$ cat src/rtl/character_sprite_drawer.sv
// Turns lane changes of the character FSM into VGA pixel writes: the old sprite box is
// erased, then the box is drawn at the new lane, one pixel per clock.
module character_sprite_drawer #(
  parameter int unsigned SPRITE_W    = 8,
  parameter int unsigned SPRITE_H    = 8,
  parameter int unsigned LANE_X0     = 16,
  parameter int unsigned LANE_PITCH  = 32,
  parameter int unsigned CHAR_Y      = 100,
  parameter logic [2:0]  CHAR_COLOUR = 3'b111,
  parameter logic [2:0]  BG_COLOUR   = 3'b000
) (
  input  logic       Clock,
  input  logic       Reset,
  input  logic [3:0] CurrState,
  output logic [7:0] X,
  output logic [6:0] Y,
  output logic [2:0] Colour,
  output logic       Plot,
  output logic       Busy
);

  localparam int unsigned CXW = (SPRITE_W > 1) ? $clog2(SPRITE_W) : 1;
  localparam int unsigned CYW = (SPRITE_H > 1) ? $clog2(SPRITE_H) : 1;

  typedef enum logic [1:0] {IDLE, ERASE, DRAW} drawState_t;

  drawState_t state, stateNext;

  logic [CXW-1:0] cx;
  logic [CYW-1:0] cy;
  logic [1:0]     target;
  logic [1:0]     shownPos;
  logic           shown;

  logic           startSweep;
  logic           lastPix;
  logic           rowEnd;
  logic [1:0]     lane;
  logic [7:0]     xPix;
  logic [6:0]     yPix;
  logic [2:0]     pixColour;

  always_comb begin
    startSweep = (CurrState <= 4'd3) && (!shown || (CurrState[1:0] != shownPos));
    rowEnd     = (cx == CXW'(SPRITE_W - 1));
    lastPix    = rowEnd && (cy == CYW'(SPRITE_H - 1));
    lane       = (state == ERASE) ? shownPos : target;
    pixColour  = (state == ERASE) ? BG_COLOUR : CHAR_COLOUR;
    // Position arithmetic is done at port width so it wraps like the adapter coordinates.
    xPix       = 8'(LANE_X0) + 8'(lane) * 8'(LANE_PITCH) + 8'(cx);
    yPix       = 7'(CHAR_Y) + 7'(cy);
  end

  always_ff @(posedge Clock or posedge Reset) begin
    if (Reset) state <= IDLE;
    else       state <= stateNext;
  end

  always_comb begin
    stateNext = state;
    case (state)
      IDLE:    if (startSweep) stateNext = shown ? ERASE : DRAW;
      ERASE:   if (lastPix) stateNext = DRAW;
      DRAW:    if (lastPix) stateNext = IDLE;
      default: stateNext = IDLE;
    endcase
  end

  always_ff @(posedge Clock or posedge Reset) begin
    if (Reset) begin
      X        <= '0;
      Y        <= '0;
      Colour   <= '0;
      Plot     <= 1'b0;
      Busy     <= 1'b0;
      cx       <= '0;
      cy       <= '0;
      target   <= '0;
      shownPos <= '0;
      shown    <= 1'b0;
    end else begin
      case (state)
        ERASE, DRAW: begin
          X      <= xPix;
          Y      <= yPix;
          Colour <= pixColour;
          Plot   <= 1'b1;
          Busy   <= 1'b1;
          if (rowEnd) begin
            cx <= '0;
            cy <= lastPix ? '0 : cy + CYW'(1);
          end else begin
            cx <= cx + CXW'(1);
          end
          if (state == DRAW && lastPix) begin
            shownPos <= target;
            shown    <= 1'b1;
          end
        end
        default: begin
          Plot <= 1'b0;
          Busy <= 1'b0;
          cx   <= '0;
          cy   <= '0;
          if (startSweep) target <= CurrState[1:0];
        end
      endcase
    end
  end

endmodule

$ cat config.mk
export PLATFORM = sky130hd
export DESIGN_NAME = character_sprite_drawer
export DESIGN_NICKNAME = d
export VERILOG_FILES = /design/src/rtl/character_sprite_drawer.sv
export SDC_FILE = /design/constraint.sdc
export NUM_CORES = 1
export LEC_CHECK = 0
export ABC_AREA = 1
export BUFFER_PORTS_ARGS = -buffer_cell sky130_fd_sc_hd__buf_2
export CORE_MARGIN = 2
export CORE_UTILIZATION = 53
export DETAILED_ROUTE_END_ITERATION = 16
export PLACE_DENSITY = 0.78
export SYNTH_ARGS = -nofsm -noshare
export SYNTH_HDL_FRONTEND = slang
export SYNTH_SLANG_ARGS = --single-unit
$ cat constraint.sdc
create_clock -name Clock -period 1.5 [get_ports Clock]
set_input_delay 0.075 -clock Clock [delete_from_list [all_inputs] [get_ports Clock]]
set_output_delay 0.075 -clock Clock [all_outputs]
set_load 0.02 [all_outputs]
Word-level counts from Yosys, hierarchy flattened
Cells that the tools add are included.
- input bits: 6
- output and inout bits: 20
- logic and storage cells: 49
- register bits: 32
- reduce and logical (&&, ||, !) cells: 10
- equality and inequality tests: 9
- multiplexer cells: 13
- order comparisons: 1
- $add $sub $neg: 5
- bitwise operators: 1
- operators by type and width (cell ; number):
    $mux 3 ; 6
    $mux 2 ; 5
    $add 5x7->8 const A ; 1
    $add 8x3->8 ; 1
    $ne 2x2->1 const B ; 4
    $add 6x4->7 const A ; 1
    $add 3x1->3 const B ; 2
    $eq 3x3->1 const B ; 2
    $pmux 2 s3 ; 1
    $le 4x2->1 const B ; 1
    $reduce_and 2->1 ; 2
    $logic_and 1x1->1 ; 3
    $reduce_and 3->1 ; 1
    $eq 2x1->1 const B ; 1
    $eq 2x2->1 const B ; 1
    $logic_not 2->1 ; 1
    $ne 2x2->1 ; 1
    $reduce_or 2->1 ; 1
    $logic_not 1->1 ; 1
    $logic_or 1x1->1 ; 1
    $mux 1 ; 1
    $not 1->1 ; 1

Logic depth before layout (Yosys ltp)
Gate-level depths: netlist of run 1.
- depth in word-level cells: 5
- mapped depth: 9
- depth with buffers taken out: 9

Worst setup path before layout of run 1
No wires, ideal clock.
- path type: flip-flop to flip-flop
- from: register state[0]
- to: register Y[2]
- path slack: 0.192 ns
- required time: 1.381 ns
- setup time: 0.119 ns
- cell stages (with the launch flop): 6
- arrival: 1.189 ns
- path buffers: 2
- period minus slack after synthesis: 1.308 ns
- cells stage by stage: dfrtp_1 -> inv_1 -> ha_1 -> buf_4 -> buf_2 -> o21a_1
- longest elaborated chain between the ends: 2
- elaborated cells between the ends (all ways): 3
- classes of those cells: 2 x eq/ne; 1 x reduce/logical
- RTL lines (item ; RTL line ; text):
    from (decl) ; 27 ; drawState_t state, stateNext;
    from (signal assigned) ; 56 ; else state <= stateNext;
    $eq 2x1->1 or $eq 2x2->1 (tied branches) ; 82 ; case (state)
    $reduce_or 2->1 (*) ; 82 ;
    to (signal assigned) ; 85 ; Y <= yPix;
    to (decl) ; 16 ; output logic [6:0] Y,
Mark *: on every way between the ends. The rest lies on a longest branch, timed or not.
A chain may end at the register's enable or synchronous reset.

Worst setup path after layout of run 1
- from: register state[0]
- to: register cy[2]
- longest elaborated chain between the ends: 3
- elaborated cells between the ends (all ways): 5
- classes of those cells: 3 x eq/ne; 1 x mux; 1 x reduce/logical
- RTL lines (item ; RTL line ; text):
    $eq 2x1->1 or $eq 2x2->1 (tied branches) ; 82 ;
    $reduce_or 2->1 (*) ; 82 ;
    $ne 2x2->1 (no line) or $mux 3 (tied branches) ; - ;
    to (signal assigned) ; 91 ; cy <= lastPix ? '0 : cy + CYW'(1);
    to (decl) ; 30 ; logic [CYW-1:0] cy;
Marked as above.

==> results of run 1 <==
power by group:
| group | internal (µW) | switching [µW] | leakage [µW] | total (µW) |
|---|---|---|---|---|
| registers | 837 | 89.0 | 0.000321 | 926 |
| clock network | 104 | 190 | 0.0000150 | 293 |
| logic | 349 | 591 | 0.000424 | 940 |
| total | 1290 | 870 | 0.000759 | 2160 |
state kept, by name, indices dropped and copies added, names as in the netlist:
| register | count |
|---|---|
| Busy | 1 |
| Colour | 1 |
| X | 6 |
| Y | 4 |
| cx | 3 |
| cy | 3 |
| shown | 1 |
| shownPos | 2 |
| state | 2 |
| target | 2 |
timing repair:
item                       CTS  global route
setup endpoints to repair    0             6
hold buffers                 1             0
hold endpoints to repair    25             0
resized for setup            0             2
worst max path at each step:
stage | start | end | slack [ns] | cells after the start
6_report | state[0] | cy[2] | 0.12 | 5
5_1_grt | state[0] | cy[2] | 0.03 | 5
4_1_cts | state[0] | cy[2] | 0.10 | 5
3_5_place_dp | cx[0] | shownPos[1] | 0.13 | 5
3_3_place_gp | cx[0] | cy[0] | 0.20 | 4
2_1_floorplan | state[0] | Y[2] | 0.19 | 5
metal layers:
| layer | GRT usage | vias to the layer above | wire (µm) |
|---|---|---|---|
| met1 | 0.234 | 434 | 944 |
| met3 | 0.0257 | 4 | 48 |
| met2 | 0.315 | 14 | 1120 |
| met5 | 0 | - | 0 |
| li1 | - | 451 | - |
| met4 | 0.0769 | 0 | 31 |
critical path: stages (launching register included):
cell and delay [ns]:
dfrtp_1 0.40, inv_1 0.07, ha_2 0.37, inv_2 0.09
or2_1 0.24, o21ai_1 0.15
cells in the mapped netlist (all sizes together):
master   n  share of area
nor3     1         0.0040
nand4    2          0.010
nand2   40           0.14
inv     19          0.058
nor2     7          0.040
ha       7          0.071
a21oi    2          0.011
buf     11          0.063
o21ai   13          0.062
o21a     1         0.0061
dfrtp   25           0.51
nand3    4          0.020
or2      2          0.010
conb     1         0.0030
cell type report:
cell class	instances	area [µm²]
flip-flops and latches	25	626
multi-input cells	82	474
repair buffers	28	158
fillers	202	822
clock buffers	4	26.3
well taps	28	35.0
inverters	19	71.3
per-stage QoR:
step	cell area, µm²	utilization	power (µW)	setup slack, ns
after global routing	1390	0.628	2340	0.0323
after CTS	1390	0.626	2180	0.103
after detailed placement	1350	0.610	1880	0.130
after floorplan	1240	-	1630	0.192
after global placement	1350	0.610	1830	0.203
final	1390	0.628	2160	0.119
kinds of logic (layout without fill, tap and decap cells):
family                     Yosys count  after routing  share of synthesized area
and+or+nand+nor                     56             56                      0.221
buffers and inverters               30             51                      0.120
DFF                                 25             25                      0.506
AOI/OAI and AO/OA                   16             16                     0.0790
adders and majority gates            7              7                     0.0708
other                                1              3                    0.00303
==> flow_summary.json, run 1 <==
{
  "r2r_slack_ns": 0.12,
  "track_usage": 0.185,
  "drt_iter0_drc": 15,
  "clk_pin_slew_worst_paths_ns": 0.13,
  "dr_total_vias": 903,
  "maxCapViolCount": 0,
  "core_area_um2": 2210,
  "wire_per_inst_um": 11.5,
  "dr.pass1.iters": 4,
  "grt_pass1_vias": 835,
  "drive_gt1_frac": 0.259,
  "leakage_uw": 0.000759,
  "wirelength_mm": 2.15,
  "hold_depth": 3,
  "dp_cells": 181,
  "port_buffers": 22,
  "ys_ff_latch": 25,
  "fin_crit_sh": 0.921,
  "row_count": 17,
  "gp_congestion": 0.784,
  "status": "finished, final reports clean",
  "fin_hold_ws_ns": 0.00757,
  "dieArea_um2": 2730,
  "via_per_inst": 4.85,
  "syn_inst": 135,
  "layout.cells.non_filler": 186,
  "area_delta_synth_final_pct": 12.4,
  "layout_commonest_cell": "nand2_1",
  "num_io_pins": 26,
  "fp.dieH_um": 52.3,
  "worstPathMaxFanout": 8,
  "final_cell_mix": "37 x nand2_1, 25 x dfrtp_1, 22 x buf_2, 18 x inv_1, 10 x o21ai_1",
  "arrival_ns": 1.62,
  "syn_avg_cell_area_um2": 9.16,
  "setup_tns_ns": 0,
  "cts_buffer_depth": 2,
  "final_nets": 172,
  "antenna_found_initial": 0,
  "post_cts_buffers": 0,
  "worstRegToRegCells": 5,
  "worstPathRequired_ns": 1.73,
  "r2r_end": "cy[2]",
  "grt_max_degree": 26,
  "ant_nets": 0,
  "diodes": 0,
  "grt_pass1_wl_mm": 3.68,
  "yosysSeqAreaShare": 0.506,
  "cts_tree": "built",
  "initial_core_util": 0.559,
  "ys_warn_count": 0,
  "fin_crit_ns": 1.38,
  "min_from": "CurrState[0]",
  "cp-end-kind": "flip-flop",
  "gr-total-overflow": 0,
  "holdPathEnd": "target[0]",
  "clockRootBuffer": "clkbuf_4",
  "finalHoldViolCount": 0,
  "power_density_nw_per_um2": 1550,
  "cts_max_level": 1,
  "clkSinkCount": 25,
  "r2r-start": "state[0]",
  "drv_slew": 0,
  "fmax_mhz": 724,
  "hold_path.class": "input pin to flip-flop",
  "start_kind": "flip-flop",
  "die_w_um": 52.3,
  "setup_viol": 0,
  "finClkSkew_ns": 0.00416,
  "rsz0062_at_grt": "false",
  "cts_buffers": 3,
  "vdd_drop_max_v": 0.000777,
  "place_hpwl_mm": 1.64,
  "syn_area_um2": 1240,
  "insertion_delay_ns": 0.31,
  "synthDistinctLibCells": 24,
  "drc": 0,
  "path_class": "flip-flop to flip-flop"
}
Note: power is estimated with default switching activity, not from simulation.
==> run 2: changes to the inputs <==
Settings changed: CORE_UTILIZATION 53 to 55, PLACE_DENSITY 0.78 to 0.8.
Clock period 1.5 ns to 1.75 ns, I/O delays scaled along.
==> run 2 against run 1 <==
Effect of this change: die area shrank 3.4%; clock-buffer cell count shrank 1; total power shrank 15%; clock power shrank 7.2%; critical path depth is the same; via count grew 1.1%; clock skew grew 0.0053 ns; utilization grew 0.48 points; largest power group is now registers.
==> flow_summary.json, run 2 (synthesis results as in run 1) <==
{
  "rsz0062_at_grt": "false",
  "fmax_mhz": 702,
  "worst_path_most_repeated_cell": "ha_1",
  "layout_commonest_cell": "nand2_1",
  "num_io_pins": 26,
  "cp_cell_sequence": "ha_1 > ha_1 > nand4_1 > nand2_1 > o21ai_1",
  "critPathMaxStageDelay_ns": 0.43,
  "min_from": "CurrState[0]",
  "dieArea_um2": 2640,
  "postPlaceCellArea_um2": 1330,
  "cp_num_buf_inv": 0,
  "maxCapViolCount": 0,
  "worstPathRequired_ns": 1.99,
  "cts_tree": "built",
  "hold_depth": 3,
  "p_clk_frac": 0.148,
  "p_seq_frac": 0.439,
  "wirelength_mm": 2.22,
  "port_buffers": 22,
  "arrival_ns": 1.66,
  "fin_crit_sh": 0.814,
  "worstPathMaxFanout": 8,
  "combPwrFrac": 0.413,
  "switchingPower_uw": 772,
  "setup_viol": 0,
  "dr_total_vias": 913,
  "area_delta_synth_final_pct": 11.1,
  "p_int_uw": 1070,
  "r2r_slack_ns": 0.33,
  "grt_pass1_vias": 901,
  "dp_cells": 179,
  "diodes": 0,
  "initial_core_util": 0.570,
  "crit_family": "adder cells",
  "worst-path-stages": 5,
  "cts_buffer_depth": 2,
  "finalHoldViolCount": 0,
  "critPathSlowestCell": "dfrtp_1",
  "layout.cells.non_filler": 184,
  "vdd_drop_max_v": 0.000691,
  "path_class": "flip-flop to flip-flop",
  "reg_top3": "X (6), Y (4)",
  "setup_tns_ns": 0,
  "clockRootBuffer": "clkbuf_4",
  "r2r-start": "cx[0]",
  "antenna_found_initial": 0,
  "power_density_nw_per_um2": 1340,
  "drive_gt1_frac": 0.244,
  "gp_congestion": 0.804,
  "row_count": 17,
  "dr.pass1.iters": 4,
  "place_hpwl_mm": 1.66,
  "status": "finished, final reports clean",
  "cp-end-kind": "flip-flop",
  "largest_register_ffs": 6,
  "gr-total-overflow": 0,
  "hold_path.class": "input pin to flip-flop",
  "die_w_um": 51.4,
  "final_cell_mix": "37 x nand2_1, 25 x dfrtp_1, 22 x buf_2, 18 x inv_1, 10 x o21ai_1",
  "fin_crit_ns": 1.42,
  "final_nets": 170,
  "r2r_end": "shownPos[1]",
  "finClkSkew_ns": 0.00942,
  "track_usage": 0.199,
  "fin_area_um2": 1370,
  "fin_util": 0.633,
  "clkSinkCount": 25,
  "cts_max_level": 1,
  "ant_nets": 0,
  "holdPathEnd": "target[0]",
  "wire_per_inst_um": 12.0,
  "drc": 0,
  "grt_pass1_wl_mm": 3.81,
  "drv_slew": 0,
  "cts_resized": 0,
  "start_kind": "flip-flop",
  "fp.dieH_um": 51.4,
  "cts_buffers": 3,
  "grt_max_degree": 26,
  "clk_pin_slew_worst_paths_ns": 0.15,
  "via_per_inst": 4.96,
  "worstRegToRegCells": 5,
  "drt_iter0_drc": 16,
  "top_register": "X",
  "core_area_um2": 2170,
  "leakage_uw": 0.000753,
  "switching_share": 0.420,
  "insertion_delay_ns": 0.33
}
run 2: worst min-delay path, delay by kind of cell:
family / cells / cell delay (ns)
AO/OA/AOI/OAI: 1 / 0.07
AND/OR/NAND/NOR: 1 / 0.05
buffers and inverters: 1 / 0.10
run 2: how the worst max path moves through the flow:
| stage | start | end |
|---|---|---|
| 2_1_floorplan | state[0] | Y[2] |
| 3_3_place_gp | state[0] | cy[0] |
| 3_5_place_dp | state[1] | cy[0] |
| 5_1_grt | cx[0] | shownPos[1] |
| 4_1_cts | state[1] | cy[0] |
| 6_report | cx[0] | shownPos[1] |
run 2: through the flow:
stage	hold slack [ns]	setup WS, ns	power, µW
3_5_place_dp	0.149	0.352	1580
5_1_grt	0.00997	0.205	1970
4_1_cts	0.00580	0.339	1850
2_1_floorplan	0.115	0.442	1400
6_report	0.00732	0.326	1840
3_3_place_gp	0.146	0.420	1550
run 2: routing by layer:
metal | GRT usage | vias up | part of all wire
met5 | 0 | - | 0
met3 | 0.0351 | 4 | 0.045
li1 | - | 446 | -
met2 | 0.338 | 27 | 0.50
met1 | 0.231 | 436 | 0.44
met4 | 0.127 | 0 | 0.019
run 2: repair_timing:
| action | CTS | global route |
|---|---|---|
| hold buffers | 1 | 0 |
| endpoints found under the hold margin | 25 | 0 |
| setup buffers | 0 | 0 |
run 2: power groups by stage:
stage	registers, µW	logic (µW)	clock network [µW]
6_report	808	760	272
5_1_grt	822	849	295
4_1_cts	807	771	275
3_5_place_dp	820	764	0
3_3_place_gp	803	750	0
2_1_floorplan	897	500	0
run 2: final cells by class:
| cell class | count | area [µm²] |
|---|---|---|
| inverter | 19 | 71.3 |
| sequential | 25 | 626 |
| clock inverter | 1 | 7.51 |
| tap | 28 | 35.0 |
| clock buffer | 3 | 22.5 |
| timing repair buffer | 26 | 143 |
| fill | 191 | 796 |
| multi-input combinational | 82 | 469 |
==> run 3: changes to the inputs <==
Settings changed: ABC_AREA 1 to 0, CORE_UTILIZATION 55 to 52, PLACE_DENSITY 0.8 to 0.77.
Clock period 1.75 ns to 1.4 ns, I/O delays scaled along.
==> run 3 against run 2 <==
Effect of this change: the run now ends with setup timing left; clock-buffer cell count did not move; design area up 9.8%; non-clock buffer count is 15 higher; sequential share of layout area fell by 4.1 points; via count decreased by 15%; hold slack gained 0.27 ns; total power fell by 40%; critical path depth fell by 1; clock skew down 0.0054 ns; synthesized cell count is 31% lower; sequential cell count unchanged; die area decreased by 1.1%; highest routed layer unchanged.
==> flow_summary.json, run 3 <==
{
  "start_kind": "flip-flop",
  "synth_top_area_share": 0.542,
  "drv_slew": 0,
  "core_area_um2": 2150,
  "syn_inst": 93,
  "clk_pin_slew_worst_paths_ns": 0.14,
  "drc": 0,
  "initial_core_util": 0.538,
  "die_w_um": 51.1,
  "gp_congestion": 0.774,
  "via_per_inst": 4.92,
  "wire_per_inst_um": 13.4,
  "area_delta_synth_final_pct": 30.7,
  "fin_crit_ns": 1.54,
  "fin_hold_ws_ns": 0.278,
  "diodes": 0,
  "fin_util": 0.702,
  "drt_iter0_drc": 6,
  "insertion_delay_ns": 0.32,
  "synthDistinctLibCells": 24,
  "syn_area_um2": 1150,
  "dieArea_um2": 2610,
  "hold_path.class": "input pin to flip-flop",
  "cts_tree": "built",
  "ys_ff_latch": 25,
  "ys_warn_count": 0,
  "clockRootBuffer": "clkbuf_4",
  "wirelength_mm": 2.10,
  "vdd_drop_max_v": 0.000707,
  "finalHoldViolCount": 0,
  "finClkSkew_ns": 0.00398,
  "grt_max_degree": 26,
  "violations": "setup timing",
  "final_nets": 143,
  "fillers": 153,
  "ant_nets": 0,
  "gr-total-overflow": 0,
  "yosysTopAreaCell": "dfrtp_1",
  "cp-end-kind": "flip-flop",
  "rsz0062_at_grt": "true",
  "synth.most_common_cell": "dfrtp_1",
  "cts_buffers": 3,
  "drive_gt1_frac": 0.512,
  "cts_max_level": 1,
  "cts_buffer_depth": 2,
  "worstPathMaxFanout": 3,
  "place_hpwl_mm": 1.51,
  "port_buffers": 22,
  "synth-main-ff-cell": "dfrtp_1",
  "fin_area_um2": 1510,
  "synth_edf_count": 0,
  "layout_commonest_cell": "dfrtp_1",
  "syn_avg_cell_area_um2": 12.4,
  "reg_top3": "X (6), Y (4)",
  "top_register": "X",
  "status": "complete, but fails checks",
  "largest_register_ffs": 6,
  "fp.dieH_um": 51.1,
  "antenna_found_initial": 0,
  "dr.pass1.iters": 3,
  "postPlaceCellArea_um2": 1390,
  "fmax_mhz": 649,
  "synth_common_cells": "25 x dfrtp_1, 11 x mux2_2, 8 x buf_4",
  "dr_total_vias": 773,
  "final_cell_mix": "25 x dfrtp_1, 22 x buf_2, 15 x buf_4, 7 x mux2_2",
  "path_class": "flip-flop to flip-flop",
  "yosysSeqAreaShare": 0.542,
  "leakage_uw": 0.000709,
  "async_reset_ff_frac": 1.00,
  "worstPathRequired_ns": 1.62,
  "row_count": 17,
  "clkSinkCount": 25,
  "power_density_nw_per_um2": 734,
  "setup_viol": 6,
  "track_usage": 0.190,
  "yosys-top-cells-area": "dfrtp_1 54%, mux2_2 11%, ha_1 7.6%, buf_4 5.2%, mux2i_1 3.5%",
  "arrival_ns": 1.76,
  "grt_pass1_wl_mm": 3.55,
  "fin_crit_sh": 1.10,
  "setup_slack_ns": -0.140,
  "maxCapViolCount": 0,
  "num_io_pins": 26,
  "grt_pass1_vias": 798
}
run 3: changes by cell type after synthesis, sizes merged, moves of 4 or more:
| cell | delta |
|---|---|
| inv | -14 |
| nand2 | -38 |
| o21ai | -13 |
| mux2 | +12 |
| nand3 | -4 |
| mux2i | +4 |
run 3: per-stage QoR:
| stage | setup slack, ns | std cells | total power, µW | setup TNS [ns] |
|---|---|---|---|---|
| after floorplan | -0.183 | 95 | 781 | -0.322 |
| after global placement | -0.146 | 150 | 792 | -0.523 |
| after detailed placement | -0.177 | 150 | 792 | -0.900 |
| after CTS | -0.143 | 157 | 1120 | -0.494 |
| after global routing | -0.204 | 157 | 1150 | -0.872 |
| final | -0.140 | 157 | 1110 | -0.454 |
run 3: layout make-up:
| class | instances | area [µm²] | share of cell area |
|---|---|---|---|
| timing repair buffer | 41 | 264 | 0.175 |
| clock inverter | 1 | 5.00 | 0.00332 |
| clock buffer | 3 | 22.5 | 0.0149 |
| inverter | 5 | 18.8 | 0.0124 |
| tap | 28 | 35.0 | 0.0232 |
| sequential | 25 | 626 | 0.415 |
| multi-input combinational | 54 | 538 | 0.357 |
run 3: routing by layer:
layer / track usage / vias up / routed length, µm
li1: - / 376 / -
met1: 0.231 / 380 / 912
met2: 0.312 / 15 / 1090
met3: 0.0380 / 2 / 71
met4: 0.108 / 0 / 25
met5: 0 / - / 0
run 3: worst max-delay path, stage by stage (launching register included):
cell and delay (ns):
dfrtp_1 0.43, xnor2_1 0.14, a311o_1 0.38, nor2_2 0.18, mux2_4 0.32
run 3: repair_timing:
| action | in CTS | in global routing |
|---|---|---|
| endpoints found under the setup margin | 13 | 11 |
| hold buffers | 3 | 0 |
| pin swaps | 3 | 2 |
| setup buffers | 0 | 0 |
| resized for setup | 9 | 4 |
| endpoints found under the hold margin | 27 | 0 |
run 3: cells by family after synthesis:
logic type,after synthesis,synth area share
other cells,1,0.00325
simple gates,16,0.0737
fa+ha+maj,7,0.0758
mux,16,0.155
buf+inv,16,0.0780
flops,25,0.542
xor+xnor,2,0.0152
compound gates,10,0.0574
run 3: final timing paths:
kind | start | end | slack, ns | cells after the start
setup reg to reg | shownPos[0] | target[1] | -0.14 | 4
max in group asynchronous | Reset | X[6] | 0.82 | 4
setup / recovery | shownPos[0] | target[1] | -0.14 | 4
min in group asynchronous | Reset | X[5] | 0.34 | 4
hold reg to reg | X[1] | X[1] | 0.52 | 1
hold / removal | CurrState[2] | state[1] | 0.28 | 4
run 3: where the power goes:
group	internal, µW	leakage [µW]	switching (µW)	total [µW]
Sequential	726	0.000302	2.58	729
Clock	107	0.0000177	216	323
Combinational	22.0	0.000390	33.8	55.7
Total	855	0.000709	252	1110
